### config.mk
export PLATFORM = sky130hd
export DESIGN_NAME = psum_accum
export DESIGN_NICKNAME = d
export VERILOG_FILES = /design/src/rtl/psum_accum.sv
export SDC_FILE = /design/constraint.sdc
export NUM_CORES = 1
export LEC_CHECK = 0
export CORE_UTILIZATION = 48
export CTS_BUF_LIST = sky130_fd_sc_hd__clkbuf_8 sky130_fd_sc_hd__clkbuf_16
export DETAILED_ROUTE_END_ITERATION = 6
export PLACE_DENSITY_LB_ADDON = 0.15
export SKIP_LAST_GASP = 1
export SLEW_MARGIN = 25
export SYNTH_ARGS = -nofsm -noshare
export SYNTH_HDL_FRONTEND = slang
export SYNTH_SLANG_ARGS = --single-unit
export TNS_END_PERCENT = 20
### constraint.sdc
create_clock -name i_clk -period 6.2 [get_ports i_clk]
set_clock_uncertainty 0.05 [all_clocks]
set_input_delay 1.24 -clock i_clk [delete_from_list [all_inputs] [get_ports i_clk]]
set_output_delay 1.24 -clock i_clk [all_outputs]
set_load 0.02 [all_outputs]
### src/rtl/psum_accum.sv
// Partial-sum loop controller for the mac datapath: accumulates K mac results per output
// element, then rounds, shifts and saturates the accumulator to INT8 for the output buffer.
module psum_accum #(
    parameter int K_W   = 8,
    parameter int ACC_W = 24,
    parameter int OUT_W = 8
) (
    input  logic             i_clk,
    input  logic             i_rst_n,
    input  logic [1:0]       i_mode,
    input  logic             i_start,
    input  logic [K_W-1:0]   i_k_len,
    input  logic [4:0]       i_shift,
    output logic [ACC_W-1:0] o_psum,
    input  logic             i_res_valid,
    output logic             o_res_ready,
    input  logic [ACC_W-1:0] i_result,
    output logic             o_out_valid,
    input  logic             i_out_ready,
    output logic [OUT_W-1:0] o_out_data,
    output logic             o_busy
);

    localparam logic [1:0] MODE_INT4_VSQ = 2'd2;
    localparam int WIDE_W = ACC_W + 8;
    localparam logic signed [WIDE_W:0] SAT_MAX = (WIDE_W+1)'((2**(OUT_W-1)) - 1);
    localparam logic signed [WIDE_W:0] SAT_MIN = ~SAT_MAX;

    typedef enum logic [1:0] {
        IDLE  = 2'd0,
        ACCUM = 2'd1,
        FINAL = 2'd2,
        OUT   = 2'd3
    } state_t;

    state_t                   state, state_nxt;
    logic signed [ACC_W-1:0]  acc;
    logic [K_W-1:0]           cnt;
    logic [K_W-1:0]           k_len_q;
    logic [1:0]               mode_q;
    logic [4:0]               shift_q;
    logic signed [WIDE_W-1:0] wide;
    logic                     accept;
    logic                     last_accept;

    // One extra bit of headroom so the rounding offset cannot overflow a full-scale VSQ value.
    function automatic logic signed [WIDE_W:0] round_shift(
        input logic signed [WIDE_W-1:0] w,
        input logic [4:0]               sh
    );
        logic signed [WIDE_W:0] r;
        r = (WIDE_W+1)'(w);
        if (sh != 5'd0)
            r = r + ((WIDE_W+1)'(1) <<< (sh - 5'd1));
        return r >>> sh;
    endfunction

    function automatic logic signed [OUT_W-1:0] saturate(input logic signed [WIDE_W:0] v);
        if (v > SAT_MAX)
            return SAT_MAX[OUT_W-1:0];
        else if (v < SAT_MIN)
            return SAT_MIN[OUT_W-1:0];
        else
            return v[OUT_W-1:0];
    endfunction

    always_comb begin
        o_res_ready = (state == ACCUM);
        o_busy      = (state != IDLE);
        accept      = o_res_ready && i_res_valid;
        last_accept = accept && (cnt == k_len_q - K_W'(1));
        // The mac leaves the VSQ scale shift to us, applied before requantization.
        if (mode_q == MODE_INT4_VSQ)
            wide = $signed({acc, 8'd0});
        else
            wide = WIDE_W'(acc);

        state_nxt = state;
        case (state)
            IDLE:    if (i_start) state_nxt = (i_k_len != '0) ? ACCUM : FINAL;
            ACCUM:   if (last_accept) state_nxt = FINAL;
            FINAL:   state_nxt = OUT;
            OUT:     if (i_out_ready) state_nxt = IDLE;
            default: state_nxt = IDLE;
        endcase
    end

    always_ff @(posedge i_clk) begin
        if (!i_rst_n)
            state <= IDLE;
        else
            state <= state_nxt;
    end

    always_ff @(posedge i_clk) begin
        if (!i_rst_n) begin
            acc         <= '0;
            cnt         <= '0;
            k_len_q     <= '0;
            mode_q      <= '0;
            shift_q     <= '0;
            o_psum      <= '0;
            o_out_valid <= 1'b0;
            o_out_data  <= '0;
        end else begin
            case (state)
                IDLE: begin
                    if (i_start) begin
                        mode_q  <= i_mode;
                        k_len_q <= i_k_len;
                        shift_q <= i_shift;
                        acc     <= '0;
                        cnt     <= '0;
                        o_psum  <= '0;
                    end
                end
                ACCUM: begin
                    // o_psum mirrors the accumulator only while the loop is still open.
                    if (accept) begin
                        acc    <= i_result;
                        cnt    <= cnt + K_W'(1);
                        o_psum <= last_accept ? '0 : i_result;
                    end
                end
                FINAL: begin
                    o_out_data  <= saturate(round_shift(wide, shift_q));
                    o_out_valid <= 1'b1;
                end
                OUT: begin
                    if (i_out_ready) begin
                        o_out_valid <= 1'b0;
                        acc         <= '0;
                    end
                end
                default: ;
            endcase
        end
    end

endmodule

==> flow_summary.yaml, run 1 <==
synthesis:
  synth_edf_count: 0
  yosys_warnings: 0
  synth_area_leaders: "dfxtp_1, nand2_1, ha_1"
  async_flop_share_pct: 0
  synth_commonest_cells: "nand2_1, nor2_1, dfxtp_1"
  syn_avg_cell_area_um2: 6.88
  ys.flop_type: "dfxtp_1"
  yosys.cell_count.top_type: "nand2_1"
  syn_inst: 1316
  syn_area_mm2: 0.00906
  synth_nets: 1401
  synth_cell_types: 83
  yosysSeqAreaShare_pct: 18.1
  synth_top_area_share_pct: 18.1
  yosysTopAreaCell: "dfxtp_1"
  synth_seq_cells: 82
clock_tree:
  clockBufferDepth: 2
  clkLatencyLatePin_ns: 0.35
  clock_sinks: 82
  cts_tree: "done"
  numCtsBuffers: 9
  htreeDepth: 3
  clockRootBuffer: "clkbuf_16"
  cts_setup_buffers: 0
  clk_pin_slew_worst_paths_ns: 0.07
placed_design:
  port_buffers: 78
  place_inst: 1592
  routabilityCongestion: 1.10
  dp_hpwl_um: 28200
  place_ws_ns: 0.109
sta:
  min_period_over_period_pct: 97.4
  hold_viol: 0
  drv_slew: 0
  max_slew_margin_pct: 44.6
  max_freq_mhz: 166
  setup_ws_ns: 0.161
  worst_pin_slew_ns: 0.831
  setup_violations: 0
  period_needed_ns: 6.04
final_layout:
  area_delta_synth_final_pct: 16.2
  final_nets: 1459
  drive_above_1_share_pct: 8.92
  final_cells: 1608
  insertedDiodeCount: 0
worst_setup_path:
  crit_fanout: 18
  worstSetupPathType: "register to register"
  critPathArrivalTime_ns: 6.21
  cp-startpoint: "shift_q[3]"
  r2r_cells: 21
  startpoint_type: "register"
  critPathCaptureType: "register"
  critPathSlowestCell: "a211oi_1"
  required_ns: 6.37
  reg2reg_setup_slack_ns: 0.16
  crit_chain: "buf_4, nor2_1, nand2_1, nor2_1, ha_1, and2_4, a221oi_2, buf_4, a21o_1, nand2_1, a2111oi_2, buf_4, nor2_1, o221ai_1, o21ai_1, a211oi_1, inv_1, a2111oi_1, a41o_1, a32o_1, o22ai_1"
  reg2reg_from: "shift_q[3]"
  crit_path_max_incr_delay_ns: 0.52
detailed_routing:
  ant_nets: 0
  drt-met1-wl_um: 15000
  met2RoutedLength_um: 15000
  wl_met3_um: 3750
  avgRoutedWirePerCell_um: 22.3
  drt_wl_total_um: 35900
  first_iter_violations: 1140
  via_per_inst: 6.64
  top_layer: "met4"
  drc: 38
  drt_pre_antenna_iters: 7
  vias: 10700
floorplan:
  rows: 49
  initial_utilization_pct: 49.7
  dieArea_mm2: 0.0194
  core_mm2: 0.0182
  io-pin-count: 79
  dieWidth_um: 139
  dieHeight_um: 139
power:
  ir_drop_mv: 0.367
  power_density_mw_per_mm2: 310
  p_leak_nw: 4.25
global_routing:
  first_global_vias: 9836
  grt_pass1_wl_um: 55600
  antenna_found_initial: 0
  grt_max_degree: 79
  grt_usage_pct: 36.7
  grt_overflow: 0
worst_hold_path:
  hold_class: "register to register"
  holdPathStages: 2
  hold_start: "mode_q[0]"
run_status:
  violations: "DRC"
  status: "finished, violations left"
run:
  cap_violations: 0
flip-flops by register name, indices dropped and copies added (netlist names):
signal and cells:
acc 24, o_psum 24, cnt 8, k_len_q 8, o_out_data 8, shift_q 5
mode_q 2, state 2, o_out_valid 1
layout make-up:
cell class              count  area, µm²
inverters                  37        139
clock inverters             7       47.5
well taps                 229        287
repair buffers            145       1280
fillers                  1775       7680
multi-input cells        1099       6910
flip-flops and latches     82       1640
clock buffers               9        225
worst max-delay path, delay by kind of cell (launching register included):
family                   cells  cell delay (ns)
AND/OR/NAND/NOR              6             1.23
adder cells (fa/ha/maj)      1             0.30
buffers and inverters        4             0.76
AO/OA/AOI/OAI               10             3.12
flip-flops                   1             0.42
metal layers:
metal	up-vias	track usage (%)
met5	-	0
met4	0	19.1
li1	4935	-
met1	4894	49.2
met3	157	7.26
met2	693	55.5
cells by family (layout without fill, tap and decap cells):
kind of cell    after synthesis  after routing  share of synthesized area, %
mux                          36             36                          5.12
xor+xnor                     36             36                          3.48
buf+inv                     135            198                          5.81
compound gates              416            416                          31.7
flops                        82             82                          18.1
fa+ha+maj                    41             41                          5.75
simple gates                570            570                          30.0
placed cells by master (no fill, tap or decap), types with 6 or more instances in the layout:
cell / instances
nand2_1: 198
nor2_1: 122
dfxtp_1: 81
a21oi_1: 79
clkdlybuf4s50_1: 77
buf_4: 67
o21ai_0: 66
nand3_1: 51
a22oi_1: 46
nor2b_1: 45
ha_1: 40
inv_1: 36
nor3_1: 35
a21boi_0: 30
and2_1: 25
mux2i_1: 25
a21o_1: 20
nand4_1: 20
xnor2_1: 19
xor2_1: 17
o211ai_1: 16
a211oi_1: 16
or3_1: 14
o21ai_1: 14
and3_1: 14
o21a_1: 12
o22ai_1: 11
a211o_1: 10
a31oi_1: 10
clkbuf_16: 9
a221oi_1: 8
mux4_2: 8
or2_2: 7
o31ai_1: 6
o221ai_1: 6
repair_timing:
action / CTS / global route
hold buffers: 0 / 0
endpoints found under the setup margin: 0 / 7
resized for setup: 0 / 8
worst paths after layout:
kind,to
worst max-delay path,o_out_data[5]
worst max register to register,o_out_data[5]
worst min register to register,mode_q[0]
worst min-delay path,mode_q[0]
where the power goes:
part | internal, W | leakage (nW) | switching, W
Clock | 0.000271 | 0.137 | 0.000235
Combinational | 0.000761 | 3.44 | 0.00131
Sequential | 0.000606 | 0.667 | 0.0000791
stage by stage:
stage / power (W) / utilization, % / hold slack, ns / cell area [µm²] / setup TNS [ns]
after floorplan: 0.00200 / - / 0.399 / 9060 / 0
after global placement: 0.00269 / 56.2 / 0.418 / 10200 / 0
after detailed placement: 0.00268 / 56.2 / 0.424 / 10200 / 0
after CTS: 0.00320 / 57.7 / 0.432 / 10500 / 0
after global routing: 0.00344 / 57.8 / 0.462 / 10500 / -0.0151
final: 0.00326 / 57.8 / 0.431 / 10500 / 0
No activity file was read; power rests on OpenSTA's default activity.
==> run 2: changes to the inputs <==
--- a/config.mk
+++ b/config.mk
@@ -5,10 +5,12 @@
 export SDC_FILE = /design/constraint.sdc
 export NUM_CORES = 1
 export LEC_CHECK = 0
+export CAP_MARGIN = 20
 export CORE_UTILIZATION = 48
 export CTS_BUF_LIST = sky130_fd_sc_hd__clkbuf_8 sky130_fd_sc_hd__clkbuf_16
 export DETAILED_ROUTE_END_ITERATION = 6
-export PLACE_DENSITY_LB_ADDON = 0.15
+export PLACE_DENSITY = 0.68
+export SKIP_CTS_REPAIR_TIMING = 1
 export SKIP_LAST_GASP = 1
 export SLEW_MARGIN = 25
 export SYNTH_ARGS = -nofsm -noshare
==> run 2 against run 1 <==
The flow now finishes without violations. Sequential share of layout area hardly changed. Setup slack better by 0.19 ns. Sequential power about the same. Sequential cell count unchanged. Non-clock buffer count decreased by 8. Power up 0.99%. Fmax grew 3.3%. Wire length barely moved. Critical path depth decreased by 3. Core utilization down 0.11 points. First-iteration DRC count increased by 5.4%. Final area decreased by 0.19%. Critical path type unchanged.
==> flow_summary.yaml, run 2 (synthesis gave the netlist of run 1 again) <==
final_layout:
  multiInputGateArea_mm2: 0.00692
  final_cells: 1600
  final_nets: 1451
  top_regs: "acc (24), o_psum (24)"
  regArea_mm2: 0.00164
  drive_above_1_share_pct: 8.46
  final_common_cell: "nand2_1"
  fillers: 1789
  final_cell_mix: "nand2_1, nor2_1, dfxtp_1"
  area_delta_synth_final_pct: 16.0
  insertedDiodeCount: 0
clock_tree:
  clockBufferDepth: 2
  clockRootBuffer: "clkbuf_16"
  clkLatencyLatePin_ns: 0.35
  numCtsBuffers: 9
  cts_tree: "done"
  htreeDepth: 3
  clk_pin_slew_worst_paths_ns: 0.07
  clock_sinks: 82
detailed_routing:
  via_per_inst: 6.57
  avgRoutedWirePerCell_um: 22.4
  ant_nets: 0
  vias: 10500
  drc: 0
  first_iter_violations: 1202
  drt_wl_total_um: 35900
  drt_pre_antenna_iters: 6
global_routing:
  grt_pass1_wl_um: 55500
  grt_usage_pct: 36.8
  grt.met3_usage_pct: 8.84
  first_global_vias: 9773
  grt_use_met2_pct: 56.8
  antenna_found_initial: 0
  grt.busiest_layer: "met2"
  grt_max_degree: 79
  grt_overflow: 0
  grt_use_met1_pct: 48.2
power:
  ir_drop_mv: 0.240
  power_density_mw_per_mm2: 313
  p_leak_nw: 4.22
run_status:
  status: "finished clean"
floorplan:
  io-pin-count: 79
  rows: 49
  core_mm2: 0.0182
  dieWidth_um: 139
  dieHeight_um: 139
  dieArea_mm2: 0.0194
  initial_utilization_pct: 49.7
placed_design:
  routabilityCongestion: 1.03
  port_buffers: 78
  place_inst: 1584
  dp_hpwl_um: 28100
sta:
  max_freq_mhz: 171
  max_slew_margin_pct: 44.7
  setup_violations: 0
  hold_slack_ns: 0.448
  fin_tns_setup_ns: 0
  rsz0062_at_grt: "false"
  period_needed_ns: 5.85
  drv_slew: 0
  hold_viol: 0
  min_period_over_period_pct: 94.3
  worst_pin_slew_ns: 0.830
worst_setup_path:
  critPathSlowestCell: "dfxtp_1"
  cp_common_cell: "nand2_1"
  crit_path_max_incr_delay_ns: 0.69
  worstSetupPathType: "register to register"
  required_ns: 6.37
  critPathCaptureType: "register"
  critPathArrivalTime_ns: 6.02
  crit_chain: "nand2_1, nor3_1, ha_1, a21oi_1, buf_4, nand2_1, o21ai_0, o21ai_0, o21ai_1, buf_4, xor2_1, nand2_1, o311a_1, a211oi_1, nor4b_1, a41o_1, a32o_1, o22ai_1"
  crit_fanout: 14
  r2r_cells: 18
  startpoint_type: "register"
worst_hold_path:
  holdPathStages: 2
  hold_class: "register to register"
run:
  cap_violations: 0
==> run 2: cell count changes in the layout (fill, tap and decap cells not counted), sizes merged <==
cell    previous run  this run
buf               68        60
clkbuf             9        10
clkinv             7         3
inv               36        39
==> run 2: final timing paths <==
path / startpoint / to / slack, ns
max: shift_q[3] / o_out_data[2] / 0.35
min: mode_q[1] / mode_q[1] / 0.45
max reg2reg: shift_q[3] / o_out_data[2] / 0.35
min reg2reg: mode_q[1] / mode_q[1] / 0.45
==> run 2: worst max-delay path, delay by kind of cell, from the launching register on <==
| family | cells | cell delay, ns |
|---|---|---|
| DFF | 1 | 0.69 |
| AOI/OAI and AO/OA | 9 | 2.61 |
| adders and majority gates | 1 | 0.37 |
| and+or+nand+nor | 5 | 1.15 |
| buffers and inverters | 2 | 0.37 |
| xor gates and xnor gates | 1 | 0.46 |
==> run 2: power by group <==
group | total [W] | leakage (nW) | internal, W | switching [W]
Sequential | 0.000686 | 0.666 | 0.000605 | 0.0000811
Combinational | 0.00207 | 3.42 | 0.000744 | 0.00132
Clock | 0.000540 | 0.142 | 0.000291 | 0.000250
==> run 2: final cells by class <==
| cell class | instances | share of cell area, % |
|---|---|---|
| sequential | 82 | 15.6 |
| timing repair buffer | 137 | 11.7 |
| multi-input combinational | 1099 | 65.8 |
| clock buffer | 10 | 2.27 |
| tap | 229 | 2.73 |
| clock inverter | 6 | 0.512 |
| inverter | 37 | 1.32 |
==> run 2: stage by stage <==
| stage | area (µm²) | total power, W | setup WS (ns) | utilization, % |
|---|---|---|---|---|
| floorplan | 9060 | 0.00200 | 0.478 | - |
| global placement | 10200 | 0.00268 | 0.407 | 56.0 |
| detailed placement | 10200 | 0.00268 | 0.270 | 56.0 |
| CTS | 10500 | 0.00323 | 0.235 | 57.6 |
| global route | 10500 | 0.00347 | 0.00890 | 57.7 |
| finish | 10500 | 0.00329 | 0.353 | 57.7 |
==> run 2: metal layers <==
layer	routed length (µm)	part of all wire, %
met1	15200	42
met2	15500	43
met3	3640	10
met4	1550	4.3
met5	0	0
==> run 3: changes to the inputs <==
--- a/config.mk
+++ b/config.mk
@@ -10,7 +10,7 @@
 export CTS_BUF_LIST = sky130_fd_sc_hd__clkbuf_8 sky130_fd_sc_hd__clkbuf_16
 export DETAILED_ROUTE_END_ITERATION = 6
 export PLACE_DENSITY = 0.68
-export SKIP_CTS_REPAIR_TIMING = 1
+export RECOVER_POWER = 100
 export SKIP_LAST_GASP = 1
 export SLEW_MARGIN = 25
 export SYNTH_ARGS = -nofsm -noshare
==> run 3 against run 2 <==
Global-route usage unchanged. Largest power group unchanged. Via count decreased by 0.44%. Final area about the same. Sequential cell count unchanged. Wire length about the same. Critical path depth unchanged. First-iteration DRC count increased by 1.3%. Final cell count unchanged. Core utilization about the same. Clock power about the same. Die area unchanged. Non-clock buffer count unchanged. Critical endpoint unchanged.
==> flow_summary.yaml, run 3 (synthesis gave the netlist of run 1 again) <==
clock_tree:
  cts_tree: "done"
  clock_sinks: 82
  clk_pin_slew_worst_paths_ns: 0.07
  numCtsBuffers: 9
  htreeDepth: 3
  clockBufferDepth: 2
  clkLatencyLatePin_ns: 0.35
  cts_setup_buffers: 0
  clockRootBuffer: "clkbuf_16"
final_layout:
  top_regs: "acc (24), o_psum (24)"
  insertedDiodeCount: 0
  final_cell_mix: "nand2_1, nor2_1, dfxtp_1"
  final_cells: 1600
  fillers: 1791
  final_nets: 1451
  drive_above_1_share_pct: 8.39
  final_common_cell: "nand2_1"
  area_delta_synth_final_pct: 16.0
worst_setup_path:
  r2r-end: "o_out_data[2]"
  critPathSlowestCell: "dfxtp_1"
  critPathArrivalTime_ns: 6.05
  worstSetupPathType: "register to register"
  critPathCaptureType: "register"
  reg2reg_from: "shift_q[3]"
  cp_common_cell: "nand2_1"
  crit_path_max_incr_delay_ns: 0.70
  crit_chain: "nand2_1, nor3_1, ha_1, a21oi_1, buf_4, nand2_1, o21ai_0, o21ai_0, o21ai_1, buf_4, xor2_1, nand2_1, o311a_1, a211oi_1, nor4b_1, a41o_1, a32o_1, o22ai_1"
  r2r_cells: 18
  required_ns: 6.37
  cp-startpoint: "shift_q[3]"
  startpoint_type: "register"
  reg2reg_setup_slack_ns: 0.32
  crit_fanout: 14
sta:
  setup_violations: 0
  hold_viol: 0
  min_period_over_period_pct: 94.8
  worst_pin_slew_ns: 1.08
  max_slew_margin_pct: 28.0
  drv_slew: 0
  period_needed_ns: 5.88
  max_freq_mhz: 170
  fin_tns_setup_ns: 0
  setup_ws_ns: 0.322
  rsz0062_at_grt: "false"
global_routing:
  grt_pass1_wl_um: 55500
  grt_max_degree: 79
  grt_overflow: 0
  antenna_found_initial: 0
  grt_usage_pct: 36.8
  first_global_vias: 9773
detailed_routing:
  via_per_inst: 6.54
  avgRoutedWirePerCell_um: 22.4
  first_iter_violations: 1218
  drc: 0
  ant_nets: 0
  drt_wl_total_um: 35900
  drt_pre_antenna_iters: 6
  vias: 10500
power:
  switchingPower_w: 0.00165
  p_leak_nw: 4.33
  p_int_w: 0.00162
  pwr-share-comb_pct: 62.6
  ir_drop_mv: 0.240
  switching_share_pct: 50.4
  seq_power_share_pct: 20.9
  power_density_mw_per_mm2: 311
  p_clk_share_pct: 16.5
floorplan:
  io-pin-count: 79
  core_mm2: 0.0182
  initial_utilization_pct: 49.7
  dieWidth_um: 139
  rows: 49
  dieHeight_um: 139
  dieArea_mm2: 0.0194
run:
  cap_violations: 0
worst_hold_path:
  hold_class: "register to register"
  hold_start: "k_len_q[1]"
  holdPathStages: 2
  hold_end: "k_len_q[1]"
placed_design:
  place_inst: 1584
  port_buffers: 78
  place_ws_ns: 0.270
  routabilityCongestion: 1.03
  dp_hpwl_um: 28100
run_status:
  status: "finished clean"
run 3: cell types whose count changed in the layout (fill, tap and decap cells not counted), sizes merged:
cell	change
clkdlybuf4s50	-37
buf	-1
clkbuf	+1
dlygate4sd3	+37
run 3: worst max-delay path: cells and delay by family (launching register included):
kind / cells / cell delay [ns]
AO/OA/AOI/OAI: 9 / 2.62
XOR/XNOR: 1 / 0.46
adder cells (fa/ha/maj): 1 / 0.37
buffers and inverters: 2 / 0.37
flip-flops: 1 / 0.70
AND/OR/NAND/NOR: 5 / 1.15
run 3: power by group through the flow:
stage / Clock [W] / Combinational [W] / Sequential [W]
6_report: 0.000540 / 0.00205 / 0.000685
3_5_place_dp: 0 / 0.00199 / 0.000691
5_1_grt: 0.000567 / 0.00219 / 0.000694
2_1_floorplan: 0 / 0.00129 / 0.000705
4_1_cts: 0.000549 / 0.00200 / 0.000682
3_3_place_gp: 0 / 0.00199 / 0.000691
run 3: area by class of cell:
class	instances	area [µm²]	share of cell area [%]
well taps	229	287	2.73
clock buffers	10	239	2.27
clock inverters	6	53.8	0.512
inverters	37	139	1.32
repair buffers	137	1230	11.7
flip-flops and latches	82	1640	15.6
multi-input cells	1099	6920	65.9
run 3: stage by stage:
stage / hold WS [ns] / util, % / cell area, µm² / total power (W)
after floorplan: 0.399 / - / 9060 / 0.00200
after global placement: 0.419 / 56.0 / 10200 / 0.00268
after detailed placement: 0.423 / 56.0 / 10200 / 0.00268
after CTS: 0.432 / 57.6 / 10500 / 0.00323
after global routing: 0.469 / 57.7 / 10500 / 0.00345
final: 0.446 / 57.7 / 10500 / 0.00327
run 3: repair_timing:
action                                  in CTS  in global routing
resized for setup                            0                  6
endpoints found under the setup margin       0                  7
hold buffers                                 0                  0
run 3: worst max path at each step:
stage,cells after the start,to,slack (ns)
floorplan,23,o_out_data[6],0.48
global placement,20,o_out_data[6],0.41
detailed placement,20,o_out_data[2],0.27
CTS,20,o_out_data[2],0.23
global route,17,o_out_data[2],0.009
finish,18,o_out_data[2],0.32
run 3: per-layer routing:
layer  wire length [µm]  global-route usage [%]
met2              15600                    56.8
met1              15200                    48.2
met3               3560                    8.84
met4               1570                    17.0
met5                  0                       0
